$ cat src/rtl/wb_sram_bridge_pkg.sv
// wb_sram_bridge_pkg: shared state encoding and error-flag bit positions for the SRAM-to-Wishbone bridge
package wb_sram_bridge_pkg;
    localparam logic [0:0] ST_IDLE = 1'b0;
    localparam logic [0:0] ST_BUS  = 1'b1;
    typedef enum logic [0:0] {IDLE = ST_IDLE, BUS = ST_BUS} state_e;
    localparam int ERR_BUS     = 0;
    localparam int ERR_TIMEOUT = 1;
endpackage

$ cat src/rtl/sram_wb_master_bridge_if.sv
// sram_wb_master_bridge_if: SRAM-style request port, Wishbone classic master port and error status
interface sram_wb_master_bridge_if #(
    parameter int ADDR_WIDTH = 32,
    parameter int DATA_WIDTH = 32
);
    logic [ADDR_WIDTH-1:0]   sram_addr;
    logic                    sram_read_en;
    logic                    sram_write_en;
    logic [DATA_WIDTH/8-1:0] sram_byte_en;
    logic [DATA_WIDTH-1:0]   sram_write_data;
    logic                    sram_ready;
    logic [DATA_WIDTH-1:0]   sram_read_data;
    logic                    sram_read_valid;
    logic [ADDR_WIDTH-1:0]   wb_adr;
    logic [DATA_WIDTH-1:0]   wb_dat_w;
    logic [DATA_WIDTH/8-1:0] wb_sel;
    logic                    wb_we;
    logic                    wb_cyc;
    logic                    wb_stb;
    logic [DATA_WIDTH-1:0]   wb_dat_r;
    logic                    wb_ack;
    logic                    wb_err;
    logic [1:0]              err_status;
    logic                    err_clr;

    modport master (
        input  sram_addr, sram_read_en, sram_write_en, sram_byte_en, sram_write_data,
        output sram_ready, sram_read_data, sram_read_valid,
        output wb_adr, wb_dat_w, wb_sel, wb_we, wb_cyc, wb_stb,
        input  wb_dat_r, wb_ack, wb_err,
        output err_status,
        input  err_clr
    );

    modport slave (
        output sram_addr, sram_read_en, sram_write_en, sram_byte_en, sram_write_data,
        input  sram_ready, sram_read_data, sram_read_valid,
        input  wb_adr, wb_dat_w, wb_sel, wb_we, wb_cyc, wb_stb,
        output wb_dat_r, wb_ack, wb_err,
        input  err_status,
        output err_clr
    );
endinterface

$ cat src/rtl/wb_timeout_counter.sv
// wb_timeout_counter: saturating 16-bit bus-cycle counter flagging the last cycle allowed before abort
module wb_timeout_counter #(
    parameter int TIMEOUT = 256
) (
    input  logic clk,
    input  logic rst,
    input  logic clear,
    input  logic enable,
    output logic expired
);
    localparam logic [15:0] LAST = 16'(TIMEOUT - 1);

    logic [15:0] count;

    always_ff @(posedge clk or posedge rst) begin
        if (rst)
            count <= '0;
        else if (clear)
            count <= '0;
        else if (enable && count != 16'hFFFF)
            count <= count + 16'd1;
    end

    // count holds completed bus cycles, so the current one is the TIMEOUT-th when count == TIMEOUT-1
    assign expired = enable && count == LAST;
endmodule

$ cat src/rtl/sram_wb_master_bridge.sv
// sram_wb_master_bridge: turns single SRAM-style read/write requests into Wishbone classic cycles with timeout
module sram_wb_master_bridge #(
    parameter int ADDR_WIDTH = 32,
    parameter int DATA_WIDTH = 32,
    parameter int TIMEOUT    = 256
) (
    input logic clk,
    input logic rst,
    sram_wb_master_bridge_if.master bus
);
    import wb_sram_bridge_pkg::*;

    state_e                state;
    logic                  req_ok;
    logic                  in_bus;
    logic                  done;
    logic                  expired;
    logic [DATA_WIDTH-1:0] rd_next;
    logic [1:0]            err_new;

    always_comb begin
        in_bus = state == BUS;
        req_ok = state == IDLE && (bus.sram_read_en ^ bus.sram_write_en) && |bus.sram_byte_en;
        done = in_bus && (bus.wb_ack || bus.wb_err || expired);
        rd_next = bus.wb_ack && !bus.wb_err ? bus.wb_dat_r : '0;
        err_new = 2'b00;
        err_new[ERR_BUS] = in_bus && bus.wb_err;
        err_new[ERR_TIMEOUT] = in_bus && expired && !bus.wb_ack && !bus.wb_err;
    end

    assign bus.sram_ready = state == IDLE;

    wb_timeout_counter #(.TIMEOUT(TIMEOUT)) u_timeout (
        .clk     (clk),
        .rst     (rst),
        .clear   (req_ok),
        .enable  (in_bus),
        .expired (expired)
    );

    always_ff @(posedge clk or posedge rst) begin
        if (rst) begin
            state               <= IDLE;
            bus.wb_adr          <= {ADDR_WIDTH{1'b0}};
            bus.wb_dat_w        <= {DATA_WIDTH{1'b0}};
            bus.wb_sel          <= {(DATA_WIDTH/8){1'b0}};
            bus.wb_we           <= 1'b0;
            bus.wb_cyc          <= 1'b0;
            bus.wb_stb          <= 1'b0;
            bus.sram_read_data  <= {DATA_WIDTH{1'b0}};
            bus.sram_read_valid <= 1'b0;
            bus.err_status      <= 2'b00;
        end else begin
            bus.sram_read_valid <= done && !bus.wb_we;
            bus.err_status      <= (bus.err_clr ? 2'b00 : bus.err_status) | err_new;
            if (req_ok) begin
                state        <= BUS;
                bus.wb_adr   <= bus.sram_addr;
                bus.wb_dat_w <= bus.sram_write_data;
                bus.wb_sel   <= bus.sram_byte_en;
                bus.wb_we    <= bus.sram_write_en;
                bus.wb_cyc   <= 1'b1;
                bus.wb_stb   <= 1'b1;
            end else if (done) begin
                state      <= IDLE;
                bus.wb_cyc <= 1'b0;
                bus.wb_stb <= 1'b0;
                if (!bus.wb_we)
                    bus.sram_read_data <= rd_next;
            end
        end
    end
endmodule

$ cat src/flat_wrapper.sv
// flat-port wrapper written by rule: the top's interface ports become plain ports
module sram_wb_master_bridge_flat import wb_sram_bridge_pkg::*;
#(
    parameter int ADDR_WIDTH = 32,
    parameter int DATA_WIDTH = 32,
    parameter int TIMEOUT    = 256
)
  (clk, rst, bus_sram_addr, bus_sram_read_en, bus_sram_write_en, bus_sram_byte_en, bus_sram_write_data, bus_sram_ready, bus_sram_read_data, bus_sram_read_valid, bus_wb_adr, bus_wb_dat_w, bus_wb_sel, bus_wb_we, bus_wb_cyc, bus_wb_stb, bus_wb_dat_r, bus_wb_ack, bus_wb_err, bus_err_status, bus_err_clr);
  sram_wb_master_bridge_if #(.ADDR_WIDTH(ADDR_WIDTH), .DATA_WIDTH(DATA_WIDTH)) bus_i ();
  input logic clk;
  input logic rst;
  input wire logic [$bits(bus_i.sram_addr)-1:0] bus_sram_addr;
  input wire logic [$bits(bus_i.sram_read_en)-1:0] bus_sram_read_en;
  input wire logic [$bits(bus_i.sram_write_en)-1:0] bus_sram_write_en;
  input wire logic [$bits(bus_i.sram_byte_en)-1:0] bus_sram_byte_en;
  input wire logic [$bits(bus_i.sram_write_data)-1:0] bus_sram_write_data;
  output wire logic [$bits(bus_i.sram_ready)-1:0] bus_sram_ready;
  output wire logic [$bits(bus_i.sram_read_data)-1:0] bus_sram_read_data;
  output wire logic [$bits(bus_i.sram_read_valid)-1:0] bus_sram_read_valid;
  output wire logic [$bits(bus_i.wb_adr)-1:0] bus_wb_adr;
  output wire logic [$bits(bus_i.wb_dat_w)-1:0] bus_wb_dat_w;
  output wire logic [$bits(bus_i.wb_sel)-1:0] bus_wb_sel;
  output wire logic [$bits(bus_i.wb_we)-1:0] bus_wb_we;
  output wire logic [$bits(bus_i.wb_cyc)-1:0] bus_wb_cyc;
  output wire logic [$bits(bus_i.wb_stb)-1:0] bus_wb_stb;
  input wire logic [$bits(bus_i.wb_dat_r)-1:0] bus_wb_dat_r;
  input wire logic [$bits(bus_i.wb_ack)-1:0] bus_wb_ack;
  input wire logic [$bits(bus_i.wb_err)-1:0] bus_wb_err;
  output wire logic [$bits(bus_i.err_status)-1:0] bus_err_status;
  input wire logic [$bits(bus_i.err_clr)-1:0] bus_err_clr;
  assign bus_i.sram_addr = bus_sram_addr;
  assign bus_i.sram_read_en = bus_sram_read_en;
  assign bus_i.sram_write_en = bus_sram_write_en;
  assign bus_i.sram_byte_en = bus_sram_byte_en;
  assign bus_i.sram_write_data = bus_sram_write_data;
  assign bus_sram_ready = bus_i.sram_ready;
  assign bus_sram_read_data = bus_i.sram_read_data;
  assign bus_sram_read_valid = bus_i.sram_read_valid;
  assign bus_wb_adr = bus_i.wb_adr;
  assign bus_wb_dat_w = bus_i.wb_dat_w;
  assign bus_wb_sel = bus_i.wb_sel;
  assign bus_wb_we = bus_i.wb_we;
  assign bus_wb_cyc = bus_i.wb_cyc;
  assign bus_wb_stb = bus_i.wb_stb;
  assign bus_i.wb_dat_r = bus_wb_dat_r;
  assign bus_i.wb_ack = bus_wb_ack;
  assign bus_i.wb_err = bus_wb_err;
  assign bus_err_status = bus_i.err_status;
  assign bus_i.err_clr = bus_err_clr;
  sram_wb_master_bridge #(.ADDR_WIDTH(ADDR_WIDTH), .DATA_WIDTH(DATA_WIDTH), .TIMEOUT(TIMEOUT)) u_core (.clk(clk), .rst(rst), .bus(bus_i));
endmodule
$ cat config.mk
export PLATFORM = sky130hd
export DESIGN_NAME = sram_wb_master_bridge_flat
export DESIGN_NICKNAME = d
export VERILOG_FILES = /design/src/rtl/wb_sram_bridge_pkg.sv /design/src/rtl/sram_wb_master_bridge_if.sv /design/src/rtl/wb_timeout_counter.sv /design/src/rtl/sram_wb_master_bridge.sv /design/src/flat_wrapper.sv
export SDC_FILE = /design/constraint.sdc
export NUM_CORES = 1
export LEC_CHECK = 0
export CAP_MARGIN = 10
export CORE_AREA = 2 2 107 109
export DETAILED_ROUTE_END_ITERATION = 8
export DIE_AREA = 0 0 109 111
export PLACE_DENSITY_LB_ADDON = 0.25
export SYNTH_ARGS = -nofsm -noshare
export SYNTH_HDL_FRONTEND = slang
export SYNTH_SLANG_ARGS = --single-unit
$ cat constraint.sdc
create_clock -name clk -period 6.3 [get_ports clk]
set_input_delay 1.575 -clock clk [delete_from_list [all_inputs] [get_ports clk]]
set_output_delay 1.575 -clock clk [all_outputs]
set_load 0.05 [all_outputs]
==> results list, run 1 <==
- The run finished with clean final reports.
* Clock root buffer master: sky130_fd_sc_hd__clkbuf_16
- After synthesis, the share of flip-flops with an asynchronous set or reset is 1.00.
- Internal power contribution: ~2.0 mW
- Class of the most critical hold timing path: flip-flop to flip-flop
* Number of top-level design ports: between 200 and 250
* Worst path buffer plus inverter count: 2
* Start point of the worst hold path: u_core.bus.wb_adr[0]
- TritonCTS clock tree: yes
- Count of maximum capacitance violations: 0
- The number of max-slew violations in the final report came to 0.
- Total wirelength of the detailed-routed design: approximately 14000 um
- Post-CTS Setup Inserts: 0
- The wire-length estimate of the detail-placed layout is 9400 um.
* PD cells: approximately 460 mW/mm2
* Non-filler cells in the finished layout: 840
- Min-Delay Endpoint: u_core.bus.wb_adr[0]
- Relative to the synthesized area, the layout overhead comes to 58.6%.
- Top FF cell, synth: sky130_fd_sc_hd__dfrtp_1
* Post-placement worst setup slack: between 2000 and 2500 ps
- H-tree depth: 4
- Counting the buffers created by CTS gives 17.
* Transition time of the tightest slew-check pin: between 1000 and 1500 ps
* Final layout net count: approximately 790
- Post-Place Cell Area: around 0.007 mm2
- Synthesized area per cell: between 10 and 15 um2
- Once detail routing completed, the nets flagged for antenna violations numbered 0.
- The number of placed instances, taps included, is just over 800.
* Largest net degree at the start of global routing: ~80
- Of the total power, the clock network draws 0.268.
- Routability-driven placement finished with a final weighted congestion of roughly 0.8.
- The number of hold buffers added after CTS was 0.
* Final core utilization: 0.688
- Total design power: roughly 3.5 mW
- For this run, the number of Yosys warnings is 0.
- The critical path in this run is classified as primary input to flip-flop.
* Launching point of the worst reg2reg path: u_core.u_timeout.count[0]
- Reg-to-reg endpoint: u_core.u_timeout.count[7]
* Worst ir drop on vdd: 295 uV
- Hold is met by ~470 ps.
- Number of search-and-repair iterations in the first detailed-routing pass: 4
* Reg2reg setup slack: approximately 3700 ps
* Antenna violations before repair: 0
* Deepest clock path buffer count: 2
* Overall die area: around 0.012 mm2
- The detailed router placed 4252 vias in this run.
- In the final layout, the share of cells above drive strength 1 is 0.0703.
- Setup repair after global routing left no endpoint under its margin.
- For this block, the initial DRC count from the detailed router was between 300 and 400.
- EDFF count, synth: 0
- Clock-pin slew was measured on the worst setup and hold paths at roughly 50 ps.
- With fillers left out, the area of the finished cells amounts to between 0.007 and 0.008 mm2.
* Standard-cell rows: 39
- After layout, the worst setup slack is ~2500 ps.
* Total negative setup slack: 0 ps
- Series of cell instances along the critical path: clkdlybuf4s50_1 > xor2_1 > nand3_2 > buf_4 > nand3_1 > o21ai_0
* Die width: approximately 110 um
- Req. time, crit path: between 6000 and 7000 ps
* Crit path time final: ~3800 ps
- Fin. Hold Viols: 0
* Maximum fanout count along the critical path: between 50 and 60
- Latest clock arrival within the worst-skew pair: ~400 ps
- Routed wirelength normalized by instance count: 16.1 um
* Fraction of power spent switching nets: 0.412
- PortBufs: ~210
- Average via count per standard cell: approximately 5.1
- Critical path data arrival time: approximately 4000 ps
- Cell with the largest stage delay on the worst path: sky130_fd_sc_hd__nand3_2
- The via count of the first global-routing pass was approximately 4400.
- The repair_antennas step left the layout with diodes totalling 0.
- The worst setup path is captured at a flip-flop.
* Wire length of the first global-routing pass: ~22000 um
* Relative contribution of sequential cells to total power: 0.315
* Final worst path period share: 0.598
* Gate Count Post-Synth: 473
- The synthesized design contains ~120 register bits.
- In this run the power spent charging and discharging nets is ~1.4 mW.
- The initial utilization of the core area, before any placement, comes to 0.434.
- Distinct cell type count after synthesis: 37
* Share of synthesized area occupied by flip-flops and latches: 0.630
* Overflow after GRT: 0
- Detailed-route DRC error count: 0
- For the worst flop-to-flop path, the logic depth is 5.
- The core region is about 0.011 mm2.
* Worst path max stage delay: 810 ps
* Number of fill cells in the layout: between 800 and 900
* Overall die height: 111 um
* Worst hold path depth: 2
* Leakage power figure: 3.54 nW
* Post-cts repair resize count: 0
- Number of nets produced by synthesis: slightly below 600
- Area taken by flip-flops and latches: about 0.003 mm2
- For this run, the total global-route usage over all layers was measured as 0.232.
- The cell family contributing the most delay on the critical path is buffers and inverters.
- STA classifies the critical path startpoint as a primary input.
- The share of total power dissipated in combinational logic is 0.417.
- Derived from the worst setup path, the maximum achievable clock frequency is approximately 270 MHz.
- In the final layout, the multi-input gates occupy around 0.0016 mm2.
- After synthesis the cells add up to slightly below 0.005 mm2.
- Headroom to the max-slew limit came out at 0.235.
* Maximum clock skew at final layout: roughly 11 ps
- Setup violations remaining at the end of the flow were counted as 0.
- Clk sink count: 121
## area by class of cell
type / count / share of cell area
sequential: 121 / 0.397
timing repair buffer: 218 / 0.286
multi-input combinational: 319 / 0.215
clock buffer: 19 / 0.0581
tap: 143 / 0.0235
clock inverter: 13 / 0.0169
inverter: 7 / 0.00378
## worst min-delay path, stage by stage, from the launching register on
cell,delay [ps]
sky130_fd_sc_hd__dfrtp_1,340
sky130_fd_sc_hd__nand2_1,50
sky130_fd_sc_hd__nand2_1,50
## sequential cells by signal (all words and copies together) (netlist names)
name / count
u_core.u_timeout.count: 16
u_core.bus.sram_read_valid: 1
u_core.bus.wb_we: 1
u_core.bus.err_status: 2
u_core.bus.wb_sel: 4
u_core.bus.wb_dat_w: 32
u_core.bus.sram_read_data: 32
u_core.bus.wb_cyc: 1
u_core.bus.wb_adr: 32
## cells in the final DEF (no fill, tap or decap), types with 2 or more instances in the layout
cell type                         instances
sky130_fd_sc_hd__or2_2                    2
sky130_fd_sc_hd__o211ai_1                 7
sky130_fd_sc_hd__o31ai_1                  8
sky130_fd_sc_hd__inv_1                    5
sky130_fd_sc_hd__o41ai_1                  2
sky130_fd_sc_hd__buf_4                    4
sky130_fd_sc_hd__nand4_1                  6
sky130_fd_sc_hd__clkinv_2                 6
sky130_fd_sc_hd__o311ai_0                 2
sky130_fd_sc_hd__bufinv_16                2
sky130_fd_sc_hd__and4_1                   2
sky130_fd_sc_hd__clkbuf_16               17
sky130_fd_sc_hd__nand2_1                211
sky130_fd_sc_hd__or4_1                    3
sky130_fd_sc_hd__nand3_1                  8
sky130_fd_sc_hd__a22o_1                  32
sky130_fd_sc_hd__o21ai_0                  7
sky130_fd_sc_hd__clkdlybuf4s50_1        213
sky130_fd_sc_hd__or4_4                    2
sky130_fd_sc_hd__nor2_1                   5
sky130_fd_sc_hd__or3_1                    3
sky130_fd_sc_hd__a21oi_1                  3
sky130_fd_sc_hd__dfrtp_1                121
sky130_fd_sc_hd__clkinvlp_4               4
## metal layers
layer	global-route usage	wire (um)	up-vias
li1	-	-	2017
met1	0.273	5230	2038
met2	0.386	6850	187
met3	0.0917	1320	10
met4	0.0718	129	0
met5	0	0	-
## cell usage after synthesis (all sizes together), types with 2 or more instances
master | instances | area, um2
or3 | 3 | 18.8
nor2 | 5 | 18.8
a21oi | 3 | 15.0
or4 | 5 | 45.0
or2 | 2 | 12.5
inv | 7 | 26.3
dfrtp | 121 | 3030
a22o | 32 | 280
clkbuf | 20 | 75.1
nor4 | 2 | 27.5
buf | 6 | 53.8
and3 | 2 | 12.5
nand3 | 9 | 45.0
nand4 | 6 | 37.5
nor4b | 2 | 23.8
nand2 | 211 | 792
o311ai | 2 | 17.5
and4 | 2 | 17.5
o211ai | 7 | 52.6
o21ai | 8 | 43.8
o41ai | 3 | 33.8
o31ai | 8 | 60.1
## power groups by stage
stage	sequential [mW]	combinational (mW)	clock, mW
after global routing	1.12	1.52	0.986
after global placement	1.09	1.44	0
after detailed placement	1.10	1.45	0
final	1.09	1.45	0.931
after floorplan	1.75	0.259	0
after CTS	1.09	1.46	0.946
## worst max-delay path by stage
| stage | from | to | slack [ps] | cells after the start |
|---|---|---|---|---|
| 2_1_floorplan | rst | u_core.bus.err_status[0] | 1510 | 1 |
| 3_3_place_gp | bus_sram_write_en | u_core.u_timeout.count[1] | 2200 | 6 |
| 3_5_place_dp | bus_sram_write_en | u_core.u_timeout.count[1] | 2120 | 6 |
| 4_1_cts | bus_sram_write_en | u_core.u_timeout.count[1] | 2520 | 6 |
| 5_1_grt | bus_sram_write_en | u_core.u_timeout.count[1] | 2310 | 6 |
| 6_report | bus_sram_write_en | u_core.u_timeout.count[1] | 2530 | 6 |
## kinds of logic (layout without fill, tap and decap cells)
group                    Yosys count  in the layout  share of synthesized area
AND/OR/NAND/NOR                  250            250                      0.220
AO/OA/AOI/OAI                     66             66                      0.111
flip-flops                       121            121                      0.630
adder cells (fa/ha/maj)            1              1                    0.00260
XOR/XNOR                           2              2                    0.00365
buffers and inverters             33            257                     0.0323
Note: power is estimated with default switching activity, not from simulation.
==> inputs of run 2 (changes only) <==
CORE_AREA = 2 2 116 118   (was 2 2 107 109)
DIE_AREA = 0 0 118 120   (was 0 0 109 111)
clock period = 3.15 ns   (was 6.3 ns; I/O delays follow)
==> run 2 against run 1 <==
Against the previous run: count of clock-buffer cells in the layout up 6; hold slack is essentially flat; utilization shrank 9.2 points; routed wire length shrank 0.33%; via count is 0.80% lower; final cell count grew 4.6%; largest cell class unchanged; combinational power increased by 100%; highest routed layer unchanged.
==> results list, run 2 (synthesized netlist as in run 1, its figures left out) <==
- The run finished with clean final reports.
* Latest clock arrival within the worst-skew pair: 410 ps (about the same)
- The internal cell power came to 4.19 mW (+110%).
- The area growth from synthesis to layout is 61.0%.
- Clock Power Share: 0.273 (+0.005)
- Leakage power figure: 3.59 nW (+1.4%)
* Cell count along the critical path: 2 (-4)
* Path type of the worst setup path: flip-flop to primary output
- The count of port buffers added during placement came to 213 (unchanged).
* Via total after detailed routing: 4218 (-0.80%)
- Setup violation total in the final timing report: 0 (unchanged)
- Post-placement worst setup slack: 463 ps (-1660 ps)
- The wire length per cell came to 15.3 um (-4.8%).
- The setup slack of the critical path after layout is 377 ps (-2160 ps).
* Kind of start point of the critical path: flip-flop
* Maximum fanout count along the critical path: 10 (-80%)
* Detailed-route DRC error count: 0 (unchanged)
- The ratio of cells with drive above 1 in the final layout was 0.0754 (+0.00509).
* Count of inserted antenna diode cells: 0 (unchanged)
- Critical path data arrival time: 1990 ps (-2000 ps)
- The post-route antenna net violation count was 0 (unchanged).
- The largest stage delay on the critical path came to 840 ps (+30 ps).
- Largest net degree at the start of global routing: 52 (-37%)
* Cell with the largest stage delay on the worst path: sky130_fd_sc_hd__clkdlybuf4s50_1
- Antenna violations before repair: 0 (unchanged)
- Final worst path period share: 0.880
* Post-CTS Setup Inserts: 0 (unchanged)
- Grouping stages by cell kind, the critical path spends the most delay in buffers and inverters.
* Core region area: 0.0130 mm2 (+17%)
- Relative contribution of sequential cells to total power: 0.312 (-0.003)
* DRC marker count from the first detailed-route iteration: 214 (-35%)
* PD cells: 907 mW/mm2 (+99%)
* Finished layout cell area: 0.00773 mm2 (+1.5%)
- Worst path buffer plus inverter count: 2 (unchanged)
* Largest registers: u_core.bus.sram_read_data: 32 flops, u_core.bus.wb_adr: 32 flops, u_core.bus.wb_dat_w: 32 flops
- For this run, the top clock speed supported by timing is 361 MHz.
- The level count of the clock H-tree was 4 (unchanged).
- For the finished layout, the period the worst path requires is ~2800 ps.
- Series of cell instances along the critical path: inv_2 > clkdlybuf4s50_1
- The placer congestion estimate came to 0.824 (+0.19%).
* Deepest clock path buffer count: 2 (unchanged)
* Half-perimeter wire length after placement: 9620 um (+2.3%)
* Die width: 118 um (+8.3%)
- Combinational share of power: 0.416 (about the same)
* Worst setup EP type: primary output
- Slew Limit Headroom: 0.559 (+0.324)
* Clock root buffer master: sky130_fd_sc_hd__clkbuf_16
* Fin. max-slew vios: 0 (unchanged)
- Launching point of the worst reg2reg path: u_core.u_timeout.count[0]
- The number of sinks driven by the clock tree is 121 (unchanged).
- The top cell types in the final layout, fill and taps aside, are 213 x sky130_fd_sc_hd__clkdlybuf4s50_1, 211 x sky130_fd_sc_hd__nand2_1, 121 x sky130_fd_sc_hd__dfrtp_1, 32 x sky130_fd_sc_hd__a22o_1, 17 x sky130_fd_sc_hd__clkbuf_16.
- The reported max-cap violation count was 0 (unchanged).
- The number of hold violations in the final report is 0 (unchanged).
- Wire length of the first global-routing pass: 22500 um (+3.5%)
* TritonCTS clock tree: yes
- Reg2reg setup slack: 1070 ps (-2660 ps)
- Maximum clock skew at final layout: 10.0 ps (-0.644 ps)
* Reg-to-reg endpoint: u_core.bus.sram_read_data[31]
- The area after detailed placement was 0.00714 mm2 (+1.5%).
- The number of hold buffers added after CTS is 0 (unchanged).
- The all-layer global routing usage came to 0.201 (-0.0305).
- The library cell used most frequently in the layout, excluding fill and tap cells, is sky130_fd_sc_hd__clkdlybuf4s50_1.
- Req. time, crit path: 2360 ps (-4160 ps)
* Last element of the critical path: bus_sram_ready
* Average via count per standard cell: 4.80 (-5.2%)
- The sum of routed wire length over all layers came to 13500 um (-0.33%).
* Unrepaired setup endpoints after global routing: false
- The overall overflow remaining after global route was 0 (unchanged).
- The peak supply drop is 431 uV (+46%).
- The number of cell rows is 42 (+7.7%).
- Number of search-and-repair iterations in the first detailed-routing pass: 6 (+2)
* Number of global-route vias before repair: 4459 (+0.52%)
- The tightest min-delay check is of the flip-flop to flip-flop type.
* Overall die area: 0.0142 mm2 (+17%)
- The number of instances resized during post-cts repair came to 0 (unchanged).
- Final layout net count: 798 (+0.76%)
- Total negative setup slack: 0 ps (unchanged)
- The measured slew at the worst slew-check pin is 661 ps (-474 ps).
* Beginning of the critical path: u_core.bus.wb_cyc
- Final core utilization: 0.596 (-0.0920)
- Overall die height: 120 um (+8.1%)
- Number of fill cells in the layout: 1099 (+30%)
* Number of top-level design ports: 214 (unchanged)
- The total power consumption of the routed design is 7.02 mW (+100%).
* Worst-path clk slew: 50 ps (about the same)
- The number of cell instances on the worst register-to-register path came to 6 (+1).
- The switching part of the total power was 0.404 (-0.00885).
- Number of buffers created by CTS: 17 (unchanged)
* Effective utilization at floorplan: 0.370 (-0.0636)
* Sw power: 2.83 mW (+98%)
[run 2: power groups by stage]
stage / registers, mW / clock network, mW / logic [mW]
6_report: 2.19 / 1.91 / 2.92
5_1_grt: 2.23 / 2.02 / 3.06
4_1_cts: 2.19 / 1.96 / 2.94
3_5_place_dp: 2.20 / 0 / 2.93
3_3_place_gp: 2.19 / 0 / 2.90
2_1_floorplan: 3.50 / 0 / 0.519
[run 2: worst min-delay path by stage]
stage                              startpoint                   endpoint  slack (ps)  depth (start not counted)
floorplan           u_core.u_timeout.count[7]  u_core.u_timeout.count[7]         490                          1
global placement      u_core.bus.wb_dat_w[16]    u_core.bus.wb_dat_w[16]         460                          2
CTS                   u_core.bus.wb_dat_w[14]    u_core.bus.wb_dat_w[14]         470                          2
finish                   u_core.bus.wb_adr[2]       u_core.bus.wb_adr[2]         470                          2
global route            u_core.bus.wb_adr[26]      u_core.bus.wb_adr[26]         490                          2
detailed placement      u_core.bus.wb_adr[31]      u_core.bus.wb_adr[31]         460                          2
[run 2: routing by layer]
metal | part of all wire | GRT usage | vias to the layer above | wire, um
met1 | 0.42 | 0.236 | 2012 | 5700
met3 | 0.089 | 0.0913 | 12 | 1200
met4 | 0.011 | 0.0693 | 0 | 146
li1 | - | - | 2024 | -
met5 | 0 | 0 | - | 0
met2 | 0.48 | 0.327 | 170 | 6450
[run 2: worst register-to-register path, cell delays in order (launching register included)]
cell and delay [ps]:
sky130_fd_sc_hd__dfrtp_1 390, sky130_fd_sc_hd__ha_1 220, sky130_fd_sc_hd__nand4_1 340, sky130_fd_sc_hd__nor4_4 440, sky130_fd_sc_hd__o21ai_2 90, sky130_fd_sc_hd__buf_4 240, sky130_fd_sc_hd__a22o_1 240
[run 2: final cells by class]
cell class                      count  area, um2  share of cell area
Clock inverter                      7       88.8              0.0115
Inverter                            7       30.0             0.00388
Timing Repair Buffer              224       2230               0.288
Multi-Input combinational cell    319       1640               0.211
Sequential cell                   121       3030               0.391
Tap cell                          176        220              0.0285
Clock buffer                       25        505              0.0654
[run 2: through the flow]
step | hold WS, ps | cells
after global routing | 493 | 879
final | 471 | 879
after detailed placement | 462 | 847
after floorplan | 485 | 473
after global placement | 457 | 847
after CTS | 475 | 879
==> inputs of run 3 (changes only) <==
CELL_PAD_IN_SITES_DETAIL_PLACEMENT = 0   (was unset)
CELL_PAD_IN_SITES_GLOBAL_PLACEMENT = 2   (was unset)
CORE_AREA = 2 2 174 133   (was 2 2 116 118)
DIE_AREA = 0 0 176 135   (was 0 0 118 120)
SLEW_MARGIN = 25   (was unset)
==> run 3 against run 2 <==
Against the previous run: cell area is 2.7% higher; via count is 0.95% lower; sequential power about the same; clock skew grew 3.1 ps; critical endpoint is now bus_wb_cyc.
==> results list, run 3 (synthesized netlist as in run 1, its figures left out) <==
* Status: complete, no violations
- Final core utilization: 0.362 (-0.234)
- The number of antenna violations at the first check in global routing is 0 (unchanged).
* Crit path time final: 2690 ps (-86.9 ps)
- Half-perimeter wire length after placement: 10500 um (+9.1%)
* Maximum fanout count along the critical path: 10 (unchanged)
- Total wirelength of the detailed-routed design: 15000 um (+11%)
- The clock buffer count from CTS came to 17 (unchanged).
* Worst ir drop on vdd: 355 uV (-18%)
* Latest clock arrival within the worst-skew pair: 420 ps (about the same)
- Most utilized layer in the global route result: met2
- The number of top-level pins is 214 (unchanged).
- Fin. Hold Viols: 0 (unchanged)
* Worst setup EP type: primary output
- Overall die height: 135 um (+13%)
- Worst path buffer plus inverter count: 1 (-1)
- Post-cts repair resize count: 0 (unchanged)
* Critical path data arrival time: 1900 ps (-90 ps)
* Top cell family by delay on the critical path: buffers and inverters
- Number of hold buffers added after CTS: 0 (unchanged)
- In this run the clock root is driven by a sky130_fd_sc_hd__clkbuf_16.
- The global-route met2 utilization is 0.185 (-0.143).
- Walking the worst path, the cells encountered are clkdlybuf4s50_1.
* Unrepaired setup endpoints after global routing: false
* Path type of the worst setup path: flip-flop to primary output
- Class of the most critical hold timing path: flip-flop to flip-flop
* Most used cells in the layout excluding fill and tap cells: 213 x sky130_fd_sc_hd__clkdlybuf4s50_1, 211 x sky130_fd_sc_hd__nand2_1, 121 x sky130_fd_sc_hd__dfrtp_1, 32 x sky130_fd_sc_hd__a22o_1, 17 x sky130_fd_sc_hd__clkbuf_16
* Total negative setup slack: 0 ps (unchanged)
* PortBufs: 213 (unchanged)
- Req. time, crit path: 2360 ps (about the same)
- The reported max-cap violation count was 0 (unchanged).
- DRC marker count from the first detailed-route iteration: 178 (-17%)
- Global routing usage on met1: 0.157 (-0.0796)
- Clk sink count: 121 (unchanged)
- The total DRC errors in the routed layout came to 0 (unchanged).
- The total number of nets in the final design came to 798 (unchanged).
- The first-pass GRT wire length came to 23600 um (+4.8%).
* Slew Limit Headroom: 0.553 (-0.00553)
- The cell leakage power is 3.60 nW (+0.30%).
- Compared with the post-synthesis result, the final layout area differs by 65.4%.
- PD cells: 907 mW/mm2 (about the same)
* Maximum clock skew at final layout: 13.1 ps (+3.09 ps)
* Routed wirelength normalized by instance count: 15.0 um (-2.0%)
- Timing-limited maximum frequency: 372 MHz (+3.2%)
- Average via count per standard cell: 4.19 (-13%)
* Antenna-violating nets left: 0 (unchanged)
* Largest net degree at the start of global routing: 96 (+85%)
* Setup violation total in the final timing report: 0 (unchanged)
- Leaving out fill and tap cells, the most frequent cell in the layout is sky130_fd_sc_hd__clkdlybuf4s50_1.
- The total iterations of the first detailed-routing run came to 4 (-2).
- The overall overflow remaining after global route is 0 (unchanged).
* Transition time of the tightest slew-check pin: 663 ps (+1.29 ps)
- Post-CTS Setup Inserts: 0 (unchanged)
* Final worst path period share: 0.853 (-0.0276)
- The number of vias in the routed layout was 4178 (-0.95%).
- Worst path max stage delay: 890 ps (+50 ps)
- Worst-path clk slew: 50 ps (about the same)
* Fin. max-slew vios: 0 (unchanged)
- Count of inserted antenna diode cells: 0 (unchanged)
* Kind of start point of the critical path: flip-flop
- The all-layer global routing usage came to 0.129 (-0.0723).
* Final Wtd Congestion: 0.747 (-9.4%)
* Deepest clock path buffer count: 2 (unchanged)
- Overall die area: 0.0238 mm2 (+68%)
- The starting density of the core was 0.219 (-0.151).
- The via count of the first global-routing pass was 4395 (-1.4%).
- TritonCTS built the clock tree.
- The x dimension of the die was 176 um (+49%).
* Fraction of layout instances using a drive strength above 1: 0.0768 (+0.00142)
* Met3 layer usage reported by global route: 0.0836 (-0.00764)
* Cell with the largest stage delay on the worst path: sky130_fd_sc_hd__clkdlybuf4s50_1
- The number of cell rows was 47 (+12%).
* Largest registers: u_core.bus.sram_read_data: 32 flops, u_core.bus.wb_adr: 32 flops, u_core.bus.wb_dat_w: 32 flops
* H-tree depth: 4 (unchanged)
- The total core area was 0.0219 mm2 (+69%).
==> run 3: stage by stage <==
stage | cell area [um2] | worst slack [ps] | instances | power (mW) | hold WS (ps)
after floorplan | 4810 | 879 | 473 | 4.02 | 485
after global placement | 7320 | 515 | 965 | 5.17 | 458
after detailed placement | 7320 | 493 | 965 | 5.18 | 462
after CTS | 7950 | 433 | 997 | 7.32 | 478
after global routing | 7950 | 379 | 997 | 7.57 | 492
final | 7950 | 464 | 997 | 7.21 | 472
==> run 3: final cells by class <==
cell class,instances,area (um2)
clock buffer,19,433
sequential,121,3030
tap,294,368
clock inverter,13,193
timing repair buffer,224,2250
inverter,7,30.0
multi-input combinational,319,1640
fill,2184,14000
==> run 3: report_power, final <==
group	switching [mW]	internal, mW	total [mW]
Combinational	1.95	0.985	2.94
Sequential	0.242	1.95	2.19
Clock	0.749	1.33	2.08
Total	2.94	4.26	7.21
==> run 3: routing by layer <==
metal | routed length, um | vias up | share of wire
met5 | 0 | - | 0
met4 | 150 | 0 | 0.010
met3 | 1870 | 12 | 0.12
met2 | 6370 | 159 | 0.42
met1 | 6600 | 1977 | 0.44
li1 | - | 2030 | -
==> run 3: worst paths after layout <==
kind	startpoint	endpoint	slack, ps	depth (start not counted)
worst min-delay path	u_core.bus.wb_adr[12]	u_core.bus.wb_adr[12]	470	2
worst max register to register	u_core.u_timeout.count[0]	u_core.bus.sram_read_data[19]	960	6
worst min register to register	u_core.bus.wb_adr[12]	u_core.bus.wb_adr[12]	470	2
min in group asynchronous	rst	u_core.bus.wb_dat_w[7]	830	3
worst max-delay path	u_core.bus.wb_cyc	bus_wb_cyc	460	1
max in group asynchronous	rst	u_core.bus.wb_cyc	1860	3
